`config.mk`:
```
export PLATFORM = sky130hd
export DESIGN_NAME = seqmul8su_ctrl_flat
export DESIGN_NICKNAME = d
export VERILOG_FILES = /design/src/rtl/seqmul8su_ctrl_if.sv /design/src/rtl/seqmul8su_ctrl.sv /design/src/flat_wrapper.sv
export SDC_FILE = /design/constraint.sdc
export NUM_CORES = 1
export LEC_CHECK = 0
export CELL_PAD_IN_SITES_DETAIL_PLACEMENT = 1
export CELL_PAD_IN_SITES_GLOBAL_PLACEMENT = 2
export CORE_UTILIZATION = 37
export CTS_BUF_LIST = sky130_fd_sc_hd__clkbuf_4 sky130_fd_sc_hd__clkbuf_8
export DETAILED_ROUTE_END_ITERATION = 10
export GPL_ROUTABILITY_DRIVEN = 0
export PLACE_DENSITY_LB_ADDON = 0.1
export SLEW_MARGIN = 5
export SYNTH_ARGS = -nofsm -noshare
export SYNTH_HDL_FRONTEND = slang
export SYNTH_SLANG_ARGS = --single-unit
```
`constraint.sdc`:
```
create_clock -name clk -period 8.1 [get_ports clk]
set_clock_uncertainty 0.2 [all_clocks]
set_input_delay 0.81 -clock clk [delete_from_list [all_inputs] [get_ports clk]]
set_output_delay 0.81 -clock clk [all_outputs]
set_load 0.05 [all_outputs]
```
`src/rtl/seqmul8su_ctrl_if.sv`:
```
// -----------------------------------------------------------------------------
// seqmul8su_ctrl_if
//   Bundles the operand stream, the result stream and the shared 4x4 core
//   lanes of the iterative 8x8 signed x unsigned multiplier controller.
//
//   Operand stream : in_valid, in_ready, in_s[7:0] (signed), in_u[7:0] (unsigned)
//   Result stream  : out_valid, out_ready, out_p[15:0] (signed)
//   Core lanes     : mul_s[3:0] (signed nibble), mul_u[3:0] (unsigned nibble),
//                    mul_p[7:0] (signed product returned by the core)
//
//   master : the controller's view (drives in_ready, mul_s/mul_u, out_*)
//   slave  : the surrounding datapath's view (operand source, core, consumer)
// -----------------------------------------------------------------------------
interface seqmul8su_ctrl_if;
    logic        in_valid;
    logic        in_ready;
    logic [7:0]  in_s;
    logic [7:0]  in_u;
    logic [3:0]  mul_s;
    logic [3:0]  mul_u;
    logic [7:0]  mul_p;
    logic        out_valid;
    logic        out_ready;
    logic [15:0] out_p;

    modport master (
        input  in_valid, in_s, in_u, mul_p, out_ready,
        output in_ready, mul_s, mul_u, out_valid, out_p
    );

    modport slave (
        output in_valid, in_s, in_u, mul_p, out_ready,
        input  in_ready, mul_s, mul_u, out_valid, out_p
    );
endinterface

```
`src/rtl/seqmul8su_ctrl.sv`:
```
// -----------------------------------------------------------------------------
// seqmul8su_ctrl
//   Iterative 8x8 signed x unsigned multiplier controller. One operand pair is
//   split into nibbles and pushed through an external, fully pipelined 4x4
//   signed x unsigned core in four passes; the returned partial products are
//   corrected, shifted and accumulated into a 16-bit signed result.
//
//   Parameters
//     CORE_LAT : cycles from mul_s/mul_u presentation to a valid mul_p (0..2)
//
//   Ports
//     clk : rising-edge clock
//     rst : synchronous, active-high reset
//     bus : seqmul8su_ctrl_if.master (operand stream, result stream, core lanes)
//
//   Build option
//     SEQMUL_ZERO_SKIP_EN : when defined, steps whose s or u nibble is zero are
//                           not issued; the remaining steps issue back-to-back.
//                           Undefined (default): all four steps always issue.
// -----------------------------------------------------------------------------
module seqmul8su_ctrl #(
    parameter int CORE_LAT = 0
) (
    input  logic             clk,
    input  logic             rst,
    seqmul8su_ctrl_if.master bus
);

    typedef enum logic [1:0] {
        ST_IDLE,
        ST_ISSUE,
        ST_DRAIN,
        ST_DONE
    } state_t;

    // Travels alongside the core pipeline so each returning product knows how
    // to be corrected and where it lands in the accumulator.
    typedef struct packed {
        logic       valid;
        logic       last;   // final issued step of this operation
        logic       lo;     // step uses s_lo (needs the unsigned correction)
        logic [3:0] u_nib;  // u nibble used by the step
        logic [3:0] shift;  // 0, 4 or 8
    } tag_t;

    state_t      r_state;
    logic [7:0]  r_s;
    logic [7:0]  r_u;
    logic [15:0] r_acc;
    logic [3:0]  r_pending;     // steps still to be presented, bit n = step n
    tag_t        r_tag [0:CORE_LAT];
    logic        r_in_ready;
    logic        r_out_valid;
    logic [15:0] r_out_p;
    logic [3:0]  r_mul_s;
    logic [3:0]  r_mul_u;

    logic        w_accept;
    logic [3:0]  w_mask_in;
    logic [3:0]  w_pend;
    logic [7:0]  w_src_s;
    logic [7:0]  w_src_u;
    logic [1:0]  w_step;
    logic        w_has_step;
    logic [3:0]  w_rest;
    logic [3:0]  w_nib_s;
    logic [3:0]  w_nib_u;
    tag_t        w_issue_tag;
    tag_t        w_cap;
    logic [15:0] w_corr;
    logic [15:0] w_term;
    logic [15:0] w_term_sh;
    logic [15:0] w_acc_next;
    logic        w_cap_last;

    assign w_accept = (r_state == ST_IDLE) && r_in_ready && bus.in_valid;

    // Step n pairs s nibble n[1] with u nibble n[0]:
    // step0 (s_lo,u_lo), step1 (s_lo,u_hi), step2 (s_hi,u_lo), step3 (s_hi,u_hi).
`ifdef SEQMUL_ZERO_SKIP_EN
    assign w_mask_in = {(|bus.in_s[7:4]) & (|bus.in_u[7:4]),
                        (|bus.in_s[7:4]) & (|bus.in_u[3:0]),
                        (|bus.in_s[3:0]) & (|bus.in_u[7:4]),
                        (|bus.in_s[3:0]) & (|bus.in_u[3:0])};
`else
    assign w_mask_in = 4'hF;
`endif

    // In IDLE the first step is built straight from the incoming operands so it
    // can be presented in the cycle right after the handshake.
    assign w_pend  = (r_state == ST_IDLE) ? w_mask_in : r_pending;
    assign w_src_s = (r_state == ST_IDLE) ? bus.in_s  : r_s;
    assign w_src_u = (r_state == ST_IDLE) ? bus.in_u  : r_u;

    // NOTE: every signal written in an always_comb gets a default first, so no
    // path through the block leaves it unassigned and no latch is inferred.
    always_comb begin
        w_step = 2'd3;
        if (w_pend[0])      w_step = 2'd0;
        else if (w_pend[1]) w_step = 2'd1;
        else if (w_pend[2]) w_step = 2'd2;
    end

    assign w_has_step = |w_pend;
    assign w_rest     = w_pend & ~(4'b0001 << w_step);
    assign w_nib_s    = w_step[1] ? w_src_s[7:4] : w_src_s[3:0];
    assign w_nib_u    = w_step[0] ? w_src_u[7:4] : w_src_u[3:0];

    always_comb begin
        w_issue_tag       = '0;
        w_issue_tag.valid = 1'b1;
        w_issue_tag.last  = ~|w_rest;
        w_issue_tag.lo    = ~w_step[1];
        w_issue_tag.u_nib = w_nib_u;
        // shift = 4 * (number of high nibbles in the step)
        w_issue_tag.shift = {w_step[1] & w_step[0], w_step[1] ^ w_step[0], 2'b00};
    end

    // Product leaving the core this cycle.
    assign w_cap      = r_tag[CORE_LAT];
    assign w_cap_last = w_cap.valid && w_cap.last;

    // The core reads s_lo as signed; when its MSB is set the true unsigned value
    // is 16 larger, so the product is short by 16*u_nib.
    assign w_corr     = (w_cap.lo && r_s[3]) ? {8'd0, w_cap.u_nib, 4'd0} : 16'd0;
    assign w_term     = {{8{bus.mul_p[7]}}, bus.mul_p} + w_corr;
    assign w_term_sh  = w_term << w_cap.shift;
    assign w_acc_next = r_acc + w_term_sh;

    // NOTE: sequential state uses non-blocking assignments only, so every
    // register samples the pre-edge values regardless of statement order.
    always_ff @(posedge clk) begin
        if (rst) begin
            r_state     <= ST_IDLE;
            r_s         <= '0;
            r_u         <= '0;
            r_acc       <= '0;
            r_pending   <= '0;
            r_in_ready  <= 1'b1;
            r_out_valid <= 1'b0;
            r_out_p     <= '0;
            r_mul_s     <= '0;
            r_mul_u     <= '0;
            // NOTE: the tag delay line is reset too; its valid bits are what
            // make core products still in flight across a reset get discarded.
            for (int k = 0; k <= CORE_LAT; k++) begin
                r_tag[k] <= '0;
            end
        end else begin
            for (int k = 1; k <= CORE_LAT; k++) begin
                r_tag[k] <= r_tag[k-1];
            end

            // Nothing presented to the core unless a step is issued below.
            r_tag[0] <= '0;
            r_mul_s  <= '0;
            r_mul_u  <= '0;

            if (w_cap.valid) begin
                r_acc <= w_acc_next;
            end

            case (r_state)
                ST_IDLE: begin
                    if (w_accept) begin
                        r_s        <= bus.in_s;
                        r_u        <= bus.in_u;
                        r_acc      <= '0;
                        r_in_ready <= 1'b0;
                        r_pending  <= w_rest;
                        if (w_has_step) begin
                            r_tag[0] <= w_issue_tag;
                            r_mul_s  <= w_nib_s;
                            r_mul_u  <= w_nib_u;
                            r_state  <= ST_ISSUE;
                        end else begin
                            // Every step skipped: the product is zero.
                            r_out_p     <= '0;
                            r_out_valid <= 1'b1;
                            r_state     <= ST_DONE;
                        end
                    end
                end

                ST_ISSUE: begin
                    if (w_has_step) begin
                        r_tag[0]  <= w_issue_tag;
                        r_mul_s   <= w_nib_s;
                        r_mul_u   <= w_nib_u;
                        r_pending <= w_rest;
                    end else begin
                        r_state <= ST_DRAIN;
                    end
                    // With CORE_LAT=0 the last product returns in its own
                    // issue cycle, so DRAIN is skipped entirely.
                    if (w_cap_last) begin
                        r_out_p     <= w_acc_next;
                        r_out_valid <= 1'b1;
                        r_state     <= ST_DONE;
                    end
                end

                ST_DRAIN: begin
                    if (w_cap_last) begin
                        r_out_p     <= w_acc_next;
                        r_out_valid <= 1'b1;
                        r_state     <= ST_DONE;
                    end
                end

                ST_DONE: begin
                    if (bus.out_ready) begin
                        r_out_valid <= 1'b0;
                        r_in_ready  <= 1'b1;
                        r_state     <= ST_IDLE;
                    end
                end

                default: begin
                    r_state <= ST_IDLE;
                end
            endcase
        end
    end

    assign bus.in_ready  = r_in_ready;
    assign bus.out_valid = r_out_valid;
    assign bus.out_p     = r_out_p;
    assign bus.mul_s     = r_mul_s;
    assign bus.mul_u     = r_mul_u;

endmodule

```
`src/flat_wrapper.sv`:
```
// flat-port wrapper written by rule: the top's interface ports become plain ports
module seqmul8su_ctrl_flat 
#(
    parameter int CORE_LAT = 0
)
  (clk, rst, bus_in_valid, bus_in_s, bus_in_u, bus_mul_p, bus_out_ready, bus_in_ready, bus_mul_s, bus_mul_u, bus_out_valid, bus_out_p);
  seqmul8su_ctrl_if bus_i ();
  input  logic clk;
  input  logic rst;
  input wire logic [$bits(bus_i.in_valid)-1:0] bus_in_valid;
  input wire logic [$bits(bus_i.in_s)-1:0] bus_in_s;
  input wire logic [$bits(bus_i.in_u)-1:0] bus_in_u;
  input wire logic [$bits(bus_i.mul_p)-1:0] bus_mul_p;
  input wire logic [$bits(bus_i.out_ready)-1:0] bus_out_ready;
  output wire logic [$bits(bus_i.in_ready)-1:0] bus_in_ready;
  output wire logic [$bits(bus_i.mul_s)-1:0] bus_mul_s;
  output wire logic [$bits(bus_i.mul_u)-1:0] bus_mul_u;
  output wire logic [$bits(bus_i.out_valid)-1:0] bus_out_valid;
  output wire logic [$bits(bus_i.out_p)-1:0] bus_out_p;
  assign bus_i.in_valid = bus_in_valid;
  assign bus_i.in_s = bus_in_s;
  assign bus_i.in_u = bus_in_u;
  assign bus_i.mul_p = bus_mul_p;
  assign bus_i.out_ready = bus_out_ready;
  assign bus_in_ready = bus_i.in_ready;
  assign bus_mul_s = bus_i.mul_s;
  assign bus_mul_u = bus_i.mul_u;
  assign bus_out_valid = bus_i.out_valid;
  assign bus_out_p = bus_i.out_p;
  seqmul8su_ctrl #(.CORE_LAT(CORE_LAT)) u_core (.clk(clk), .rst(rst), .bus(bus_i));
endmodule
```
==> summary.md, run 1 <==
### Outcome
• completed — result of the run

### Timing
• 55.9% — crit share post-route
• 4.53 ns — min cycle time layout
• 0 — Pins Over Slew Limit
• false — setup repair after global routing missed its margin
• 0.221 GHz — maximum clock frequency
• 0 — # setup viols final
• 0 ns — post-route setup TNS
• 0 — Final Hold Vio Count
• 26.3% — worst slew slack as a fraction of its limit
• 1.10 ns — Tightest Pin Transition

### GRT
• 3855 — vias in the first global route
• 0 — grt total ovfl
• 0 — number of antenna violations at the first check in global routing
• 19000 um — global-route wire length before repair
• 21.3% — all-layer global routing usage
• 48 — largest net degree at the start of global routing

### Clocking
• 0.09 ns — clock transition at the register clock pins on the worst setup and hold paths after CTS
• 73 — number of clock sinks
• 0 — CTS-repair resized insts
• 2 — clk buf depth
• 0 — number of hold-repair buffers added at the cts stage
• sky130_fd_sc_hd__clkbuf_8 — cell chosen for the clock root
• 0.37 ns — Skew-Pair Late Insertion Delay
• 0 — Post-CTS Setup Inserts
• 3 — H-tree depth reported by CTS
• 9 — number of buffers inserted during clock tree synthesis
• yes — CTS tree

### Critical path
• u_core.r_acc[15] — critical register-to-register path endpoint
• 5 — biggest fanout along the worst timing path
• input port — CP Launch Type
• 3.93 ns — R2R Setup Slk
• 17 — depth of the most critical reg-to-reg path
• flip-flop — kind of capture point of the worst setup path
• input port to flip-flop — crit path kind
• 8.21 ns — Worst Path Required
• bus_mul_p[4] — crit path from
• 4.64 ns — WP data arrival
• u_core.r_s[3] — r2r startpoint

### Synthesis
• 0 — number of warnings printed during yosys synthesis
• 20.6% — fraction of the mapped netlist area in compound gates
• 21.7% — simple logic cell fraction of the synthesized area
• 9.84% — adder-cell share of the synthesized area
• 8.28 um2 — average size of a mapped cell
• 0% — async set-reset flop share out of synthesis
• 34.6% — sequential fraction of the synthesis area
• 570 — net count of the mapped netlist
• 73 — register bit total from synthesis
• 2.49% — parity-gate share of the synthesized area counting xor and xnor cells
• simple AND/OR/NAND/NOR gates — dominant combinational cell family by area after synthesis
• 59 — Yosys cell types
• 4220 um2 — post-synthesis cell area
• 510 — post-synthesis cell count
• 6.81% — multiplexer area fraction after synthesis
• sky130_fd_sc_hd__dfxtp_1 — commonest register cell after synthesis
• 0 — number of synthesized flops with an enable pin

### Pwr
• 275 nW/um2 — power density normalized to cell area
• 0.126 mV — worst vdd rail ir drop
• 0.00202 uW — Leak

### Layout
• 1460 um2 — total area of sequential cells
• 6.83% — share of post-route cells with drive strength above 1
• 2590 um2 — footprint of the multi-input gates
• 1304 — final-layout fill cell count
• 19.4% — synthesis-to-finish area growth
• 45.9% — utilization after layout
• 73 x sky130_fd_sc_hd__dfxtp_1, 70 x sky130_fd_sc_hd__nand2_1, 57 x sky130_fd_sc_hd__a21oi_1, 53 x sky130_fd_sc_hd__clkdlybuf4s50_1, 52 x sky130_fd_sc_hd__nor2_1 — commonest cells after routing, fill and taps aside
• 611 — number of nets in the final layout
• 0 — ANT cells
• sky130_fd_sc_hd__dfxtp_1 — most common cell after layout, fill and taps aside

### Floorplanning
• 54 — IO Pins
• 11800 um2 — full die area
• 38.4% — initial standard-cell utilization of the core
• 109 um — die extent in x
• 11000 um2 — Core Footprint
• 109 um — y dimension of the die
• 38 — standard-cell row count

### Drt
• 3740 — total number of vias
• 11700 um — final wirelength
• 0 — DRT antenna net count
• 5 — first-pass detailed-route iteration total
• 166 — violation count after the first detailed-routing iteration
• 16.8 um — Avg WL per Cell
• 5.37 — number of vias per cell after detailed routing
• 0 — Remaining DRCs

### Min path
• 2 — Min-Delay Path Depth
• flip-flop to flip-flop — Min-Delay Path Class
• u_core.r_u[5] — worst min-delay path endpoint
• u_core.r_u[5] — min-delay src

### Place
• 8740 um — detailed-placement wirelength estimate
• 53 — number of buffer cells added on primary ports

### Run
• 0 — # Max-Cap Violations

-- worst max-delay path, stage by stage --
cell and delay (ns):
sky130_fd_sc_hd__clkdlybuf4s50_1 0.42, sky130_fd_sc_hd__ha_1 0.24, sky130_fd_sc_hd__fa_1 0.41, sky130_fd_sc_hd__a21oi_1 0.16, sky130_fd_sc_hd__nor2_1 0.06, sky130_fd_sc_hd__nor2_1 0.19, sky130_fd_sc_hd__ha_1 0.29, sky130_fd_sc_hd__nor2_1 0.09
sky130_fd_sc_hd__a21oi_1 0.04, sky130_fd_sc_hd__o21ai_0 0.20, sky130_fd_sc_hd__ha_1 0.33, sky130_fd_sc_hd__a21o_1 0.23, sky130_fd_sc_hd__a31o_1 0.25, sky130_fd_sc_hd__a221oi_2 0.24, sky130_fd_sc_hd__o31a_2 0.24, sky130_fd_sc_hd__mux2i_1 0.23
sky130_fd_sc_hd__mux2i_1 0.20
-- sequential cells by signal (all words and copies together), names as in the netlist --
| name | count |
|---|---|
| u_core.bus.in_ready | 1 |
| u_core.bus.mul_s | 4 |
| u_core.r_tag | 9 |
| u_core.r_pending | 4 |
| u_core.r_u | 8 |
| u_core.bus.out_valid | 1 |
| u_core.bus.out_p | 16 |
| u_core.r_state | 2 |
| u_core.r_acc | 16 |
| u_core.r_s | 8 |
| u_core.bus.mul_u | 4 |
-- per-layer routing --
| metal | vias up | GRT usage (%) | share of wire (%) |
|---|---|---|---|
| met4 | 0 | 11.8 | 3.4 |
| li1 | 1875 | - | - |
| met1 | 1786 | 26.9 | 48 |
| met3 | 24 | 3.53 | 2.6 |
| met5 | - | 0 | 0 |
| met2 | 55 | 34.4 | 46 |
-- worst max-delay path by stage --
stage,cells after the start,end
6_report,17,u_core.r_acc[15]
5_1_grt,17,u_core.r_acc[15]
4_1_cts,17,u_core.r_acc[15]
3_5_place_dp,17,u_core.r_acc[15]
3_3_place_gp,17,u_core.r_acc[15]
2_1_floorplan,17,u_core.r_acc[15]
-- layout make-up --
type	count	share of cell area, %
clock buffers	11	3.00
clock inverters	5	1.24
inverters	12	0.893
multi-input cells	399	51.5
flip-flops and latches	73	29.0
well taps	140	3.47
repair buffers	56	11.0
-- synth_stat cells, drive strengths merged, types with 7 or more instances --
| master | instances | area share, % |
|---|---|---|
| mux2i | 25 | 5.9 |
| a21oi | 59 | 7.3 |
| nand3b | 10 | 1.8 |
| buf | 12 | 1.6 |
| clkbuf | 14 | 1.2 |
| nor2 | 53 | 4.8 |
| a21o | 9 | 1.6 |
| ha | 30 | 8.9 |
| o21ai | 30 | 3.7 |
| nand2 | 72 | 6.5 |
| inv | 12 | 1.1 |
| a211oi | 7 | 1.5 |
| nand3 | 15 | 1.8 |
| dfxtp | 73 | 35 |
| xnor2 | 9 | 1.9 |
-- power by group --
part	leakage, uW	internal [uW]	switching [uW]
combinational	0.00132	231	369
sequential	0.000594	415	56.8
clock	0.000102	161	154
total	0.00202	807	581
-- metrics by stage --
stage	area [um2]	worst slack, ns	std cells	hold slack, ns	total power (uW)
floorplan	4220	4.04	510	0.236	932
global placement	4830	3.34	680	0.243	1070
detailed placement	4830	3.20	680	0.249	1090
CTS	5040	3.59	696	0.261	1410
global route	5040	3.35	696	0.279	1480
finish	5040	3.57	696	0.259	1390
-- cells by family after synthesis --
logic type,Yosys count
AOI/OAI and AO/OA,135
xor gates and xnor gates,12
adders and majority gates,32
buffers and inverters,38
DFF,73
muxes,28
and+or+nand+nor,192
Power figures use the tool's default switching activity.
==> run 2, diff against run 1 <==
- CORE_UTILIZATION: 37 -> 31
- clock period: 8.1 -> 4 ns (I/O delays scaled with it)
==> run 2 against run 1 <==
Non-clock buffer count rose by 33. Sequential cell count did not move. Die area rose by 19%. Sequential power rose by 94%. Via count rose by 3.7%. Largest cell class unchanged. Power rose by 110%. Setup slack got worse by 3.3 ns. Routed wire length rose by 7.1%. Critical path type is now flip-flop to flip-flop. Global-route usage fell by 2.6 points. Clock-buffer cell count fell by 1. Largest power group unchanged. First-iteration DRC count fell by 19%. Clock power rose by 97%.
==> summary.md, run 2 (same netlist as run 1, synthesis figures left out) <==
### Outcome
• completed — result of the run

### Layout
• 644 — number of nets in the final layout, +5.4%
• 27.3% — synthesis-to-finish area growth
• 765 — non-filler instance count after layout, +9.9%
• sky130_fd_sc_hd__dfxtp_1 — most common cell after layout, fill and taps aside
• 71 x sky130_fd_sc_hd__dfxtp_1, 70 x sky130_fd_sc_hd__nand2_1, 55 x sky130_fd_sc_hd__a21oi_1, 52 x sky130_fd_sc_hd__nor2_1, 52 x sky130_fd_sc_hd__clkdlybuf4s50_1 — commonest cells after routing, fill and taps aside
• 0 — ANT cells, unchanged
• 13.8% — share of post-route cells with drive strength above 1, +6.9 points

### Place
• 9560 um — detailed-placement wirelength estimate, +9.3%
• 53 — number of buffer cells added on primary ports, unchanged
• 748 — number of placed cells counting well taps, +10%

### Floorplanning
• 42 — standard-cell row count, +11%
• 119 um — y dimension of the die, +9.1%
• 13200 um2 — Core Footprint, +21%
• 14100 um2 — full die area, +19%
• 119 um — die extent in x, +9.1%
• 54 — IO Pins, unchanged
• 31.9% — initial standard-cell utilization of the core, -6.6 points

### Critical path
• 5 — biggest fanout along the worst timing path, unchanged
• flip-flop to flip-flop — crit path kind
• flip-flop — CP Launch Type
• 0.24 ns — R2R Setup Slk, -3.69 ns
• flip-flop — kind of capture point of the worst setup path
• 3.85 ns — WP data arrival, -0.79 ns
• and3_4, ha_4, fa_2, a21oi_2, nor2_1, nor2_1, buf_4, a21oi_1, o32ai_2, ha_1, a21o_1, a31o_1, a221oi_2, o31a_2, mux2i_1, mux2i_1 — cells traversed along the worst timing path
• u_core.r_acc[15] — critical register-to-register path endpoint
• 0.37 ns — crit-path max cell delay, -0.05 ns
• u_core.r_s[3] — r2r startpoint
• sky130_fd_sc_hd__dfxtp_4 — slowest CP cell
• 4.09 ns — Worst Path Required, -4.12 ns
• 16 — depth of the most critical reg-to-reg path, -1

### Clocking
• 3 — H-tree depth reported by CTS, unchanged
• 0.09 ns — clock transition at the register clock pins on the worst setup and hold paths after CTS, about the same
• 2 — clk buf depth, unchanged
• yes — CTS tree
• 73 — number of clock sinks, unchanged
• 0 — number of hold-repair buffers added at the cts stage, unchanged
• sky130_fd_sc_hd__clkbuf_8 — cell chosen for the clock root
• 0.36 ns — Skew-Pair Late Insertion Delay, about the same
• 9 — number of buffers inserted during clock tree synthesis, unchanged

### GRT
• 3998 — vias in the first global route, +3.7%
• 48 — largest net degree at the start of global routing, unchanged
• 0 — grt total ovfl, unchanged
• 18.7% — all-layer global routing usage, -2.6 points
• 20400 um — global-route wire length before repair, +7.4%
• 0 — number of antenna violations at the first check in global routing, unchanged

### Drt
• 0 — DRT antenna net count, unchanged
• 4 — first-pass detailed-route iteration total, -1
• 0 — Remaining DRCs, unchanged
• 12600 um — final wirelength, +7.1%
• 135 — violation count after the first detailed-routing iteration, -19%
• 3880 — total number of vias, +3.7%
• 16.4 um — Avg WL per Cell, -2.5%
• 5.07 — number of vias per cell after detailed routing, -5.6%

### Pwr
• 2910 uW — Power, Total, +110%
• 0.00219 uW — Leak, +8.2%
• 0.286 mV — worst vdd rail ir drop, +130%
• 542 nW/um2 — power density normalized to cell area, +97%

### Timing
• 0.266 GHz — maximum clock frequency
• false — setup repair after global routing missed its margin
• 40.1% — worst slew slack as a fraction of its limit, +14 points
• 0 — # setup viols final, unchanged
• 0.899 ns — Tightest Pin Transition, -0.206 ns
• 94.0% — crit share post-route
• 0.261 ns — worst hold slack after final layout, +0.00185 ns
• 3.76 ns — min cycle time layout
• 0 — Pins Over Slew Limit, unchanged
• 0 — Final Hold Vio Count, unchanged

### Min path
• flip-flop to flip-flop — Min-Delay Path Class
• u_core.r_u[0] — worst min-delay path endpoint
• u_core.r_u[0] — min-delay src
• 2 — Min-Delay Path Depth, unchanged

### Run
• 0 — # Max-Cap Violations, unchanged

[run 2: final cells by class]
cell class	instances	area, um2
fillers	1601	7870
clock inverters	6	73.8
multi-input cells	399	2640
repair buffers	89	796
clock buffers	10	138
flip-flops and latches	73	1470
inverters	12	45.0
well taps	176	220
[run 2: through the flow]
stage          setup TNS [ns]  util [%]  instance area [um2]  worst slack, ns
2_1_floorplan               0         -                 4220            0.301
3_3_place_gp           -0.475      38.6                 5110           -0.172
3_5_place_dp            -1.13      38.6                 5110           -0.319
4_1_cts                     0      40.2                 5330           0.0400
5_1_grt                     0      40.6                 5370          0.00388
6_report                    0      40.6                 5370            0.242
[run 2: what timing repair did]
action / in CTS / in global routing
setup endpoints to repair: 2 / 8
pin swaps: 0 / 11
resized for setup: 1 / 11
setup buffers: 0 / 1
[run 2: how the worst max path moves through the flow]
stage,start,end,cells past startpoint
2_1_floorplan,u_core.r_s[3],u_core.r_acc[15],18
3_3_place_gp,bus_mul_p[4],u_core.r_acc[15],16
3_5_place_dp,bus_mul_p[4],u_core.r_acc[15],16
4_1_cts,u_core.r_s[3],u_core.r_acc[15],17
5_1_grt,u_core.r_tag[0][6],u_core.r_acc[15],17
6_report,u_core.r_s[3],u_core.r_acc[15],16
[run 2: report_power, final]
group	internal [uW]	switching [uW]	leakage (uW)
clock	312	307	0.000101
combinational	551	826	0.00149
sequential	841	74.6	0.000595
[run 2: worst max-delay path, delay by kind of cell (launching register included)]
family / cells / cell delay [ns]
multiplexers: 2 / 0.42
flip-flops: 1 / 0.37
buffers and inverters: 1 / 0.14
AND/OR/NAND/NOR: 3 / 0.36
AO/OA/AOI/OAI: 7 / 1.36
adder cells (fa/ha/maj): 3 / 0.83
[run 2: routing by layer]
layer | up-vias | share of wire, % | global-route usage, %
met4 | 0 | 1.4 | 5.85
met3 | 11 | 2.8 | 4.39
met2 | 43 | 50 | 32.9
li1 | 1945 | - | -
met1 | 1881 | 45 | 22.3
met5 | - | 0 | 0
==> run 3, diff against run 2 <==
- REMOVE_ABC_BUFFERS: not set -> 1
- SLEW_MARGIN: 5 -> 20
- TNS_END_PERCENT: not set -> 100
==> run 3 against run 2 <==
Global-route usage shrank 0.35 points. Setup slack lost 0.040 ns. Non-clock buffer count grew 2. Critical path depth grew 1. Cell area is essentially flat. Sequential cell count is the same. Worst hold slack lost 0.069 ns. Via count shrank 0.23%. Register-to-register slack lost 0.04 ns. Utilization is essentially flat. Final cell count grew 0.26%. Sequential share of layout area is essentially flat. Largest cell class unchanged. Largest power group unchanged.
==> summary.md, run 3 (same netlist as run 1, synthesis figures left out) <==
### Outcome
• completed — result of the run

### Place
• 53 — number of buffer cells added on primary ports, unchanged
• 749 — number of placed cells counting well taps, +0.13%
• 9080 um — detailed-placement wirelength estimate, -5.0%

### Critical path
• flip-flop — CP Launch Type
• 17 — depth of the most critical reg-to-reg path, +1
• 4.10 ns — Worst Path Required, about the same
• 3.90 ns — WP data arrival, +0.05 ns
• flip-flop to flip-flop — crit path kind
• u_core.r_acc[15] — end point of the critical path
• u_core.r_acc[15] — critical register-to-register path endpoint
• u_core.r_tag[0][6] — crit path from
• 4 — biggest fanout along the worst timing path, -1
• flip-flop — kind of capture point of the worst setup path
• 0.20 ns — R2R Setup Slk, -0.04 ns
• u_core.r_tag[0][6] — r2r startpoint

### GRT
• 4066 — vias in the first global route, +1.7%
• 20200 um — global-route wire length before repair, -1.1%
• 0 — number of antenna violations at the first check in global routing, unchanged
• 18.3% — all-layer global routing usage, -0.35 points
• 46 — largest net degree at the start of global routing, -4.2%
• 0 — grt total ovfl, unchanged

### Drt
• 5.05 — number of vias per cell after detailed routing, -0.49%
• 6010 um — met2 wire length, -5.0%
• 12100 um — final wirelength, -3.4%
• 315 um — wire length on met3, -11%
• 6 — first-pass detailed-route iteration total, +2
• 15.8 um — Avg WL per Cell, -3.6%
• 3871 — total number of vias, -0.23%
• 0 — DRT antenna net count, unchanged
• met4 — highest metal used
• 139 — violation count after the first detailed-routing iteration, +3.0%
• 5500 um — post-route met1 wirelength, -3.6%
• 0 — Remaining DRCs, unchanged

### Layout
• 767 — non-filler instance count after layout, +0.26%
• 0 — ANT cells, unchanged
• 27.2% — synthesis-to-finish area growth, about the same
• sky130_fd_sc_hd__dfxtp_1 — most common cell after layout, fill and taps aside
• 646 — number of nets in the final layout, +0.31%
• 71 x sky130_fd_sc_hd__dfxtp_1, 70 x sky130_fd_sc_hd__nand2_1, 56 x sky130_fd_sc_hd__a21oi_1, 52 x sky130_fd_sc_hd__clkdlybuf4s50_1, 50 x sky130_fd_sc_hd__nor2_1 — commonest cells after routing, fill and taps aside
• 13.9% — share of post-route cells with drive strength above 1, +0.12 points

### Floorplanning
• 119 um — die extent in x, unchanged
• 13200 um2 — Core Footprint, unchanged
• 31.9% — initial standard-cell utilization of the core, unchanged
• 14100 um2 — full die area, unchanged
• 119 um — y dimension of the die, unchanged
• 54 — IO Pins, unchanged
• 42 — standard-cell row count, unchanged

### Clocking
• 2 — clk buf depth, unchanged
• 0.08 ns — clock transition at the register clock pins on the worst setup and hold paths after CTS, about the same
• 73 — number of clock sinks, unchanged
• sky130_fd_sc_hd__clkbuf_8 — cell chosen for the clock root
• yes — CTS tree
• 0.38 ns — Skew-Pair Late Insertion Delay, +0.02 ns
• 0 — number of hold-repair buffers added at the cts stage, unchanged
• 3 — H-tree depth reported by CTS, unchanged
• 9 — number of buffers inserted during clock tree synthesis, unchanged

### Timing
• 3.80 ns — min cycle time layout, +0.0396 ns
• 51.6% — worst slew slack as a fraction of its limit, +11 points
• 94.9% — crit share post-route, +0.99 points
• 0 — Pins Over Slew Limit, unchanged
• 0 — # setup viols final, unchanged
• 0 ns — post-route setup TNS, unchanged
• 0 — Final Hold Vio Count, unchanged
• 0.721 ns — Tightest Pin Transition, -0.177 ns
• 0.263 GHz — maximum clock frequency, -1.0%

### Pwr
• 541 nW/um2 — power density normalized to cell area, -0.13%
• 0.00220 uW — Leak, +0.49%
• 0.216 mV — worst vdd rail ir drop, -24%

### Min path
• input port to flip-flop — Min-Delay Path Class

### Run
• 0 — # Max-Cap Violations, unchanged

## run 3: cell type report
cell class | instances | area, um2
clock buffer | 12 | 165
fill | 1608 | 7870
multi-input combinational | 399 | 2620
clock inverter | 4 | 50.0
inverter | 12 | 45.0
timing repair buffer | 91 | 811
tap | 176 | 220
sequential | 73 | 1460
## run 3: metal layers
| metal | vias to the layer above | global-route usage (%) |
|---|---|---|
| met2 | 54 | 32.0 |
| met3 | 15 | 2.94 |
| met5 | - | 0 |
| met1 | 1853 | 21.7 |
| met4 | 0 | 9.02 |
| li1 | 1949 | - |
## run 3: worst min path at each step
stage / slack, ns / depth (start not counted) / end / startpoint
2_1_floorplan: 0.23 / 2 / u_core.r_s[0] / u_core.r_s[0]
3_3_place_gp: 0.24 / 2 / u_core.r_u[3] / u_core.r_u[3]
3_5_place_dp: 0.25 / 2 / u_core.bus.out_p[6] / u_core.bus.out_p[6]
4_1_cts: 0.20 / 3 / u_core.r_tag[0][6] / rst
5_1_grt: 0.21 / 3 / u_core.r_tag[0][6] / rst
6_report: 0.19 / 3 / u_core.r_tag[0][6] / rst
## run 3: repair_timing
action,in CTS,in global routing
pin swaps,0,10
setup buffers,0,2
gates resized for setup,1,8
endpoints found under the setup margin,1,6
cloned,0,0
endpoints found under the hold margin,0,0
## run 3: stage by stage
| step | setup slack (ns) | instance area, um2 | total power [uW] | utilization, % | hold slack [ns] |
|---|---|---|---|---|---|
| finish | 0.202 | 5370 | 2910 | 40.6 | 0.192 |
| global route | -0.0109 | 5370 | 3130 | 40.6 | 0.210 |
| CTS | 0.00256 | 5340 | 2940 | 40.3 | 0.197 |
| detailed placement | -0.358 | 5120 | 2280 | 38.6 | 0.246 |
| global placement | -0.199 | 5120 | 2250 | 38.6 | 0.243 |
| floorplan | 0.292 | 4100 | 1830 | - | 0.230 |
## run 3: power by group
group          switching, uW  internal [uW]
registers               92.4            841
logic                    787            544
clock network            304            338
## run 3: critical path, cell delays in order (launching register included)
cell	delay, ns
sky130_fd_sc_hd__dfxtp_2	0.34
sky130_fd_sc_hd__and3_1	0.17
sky130_fd_sc_hd__ha_2	0.19
sky130_fd_sc_hd__fa_2	0.37
sky130_fd_sc_hd__a21oi_2	0.16
sky130_fd_sc_hd__nor2_2	0.05
sky130_fd_sc_hd__nor2_2	0.14
sky130_fd_sc_hd__ha_1	0.26
sky130_fd_sc_hd__nor2_1	0.09
sky130_fd_sc_hd__a21oi_1	0.05
sky130_fd_sc_hd__o21ai_1	0.13
sky130_fd_sc_hd__ha_1	0.26
sky130_fd_sc_hd__a21o_1	0.20
sky130_fd_sc_hd__a31o_1	0.22
sky130_fd_sc_hd__a221oi_2	0.24
sky130_fd_sc_hd__o31a_2	0.23
sky130_fd_sc_hd__mux2i_1	0.23
sky130_fd_sc_hd__mux2i_1	0.19
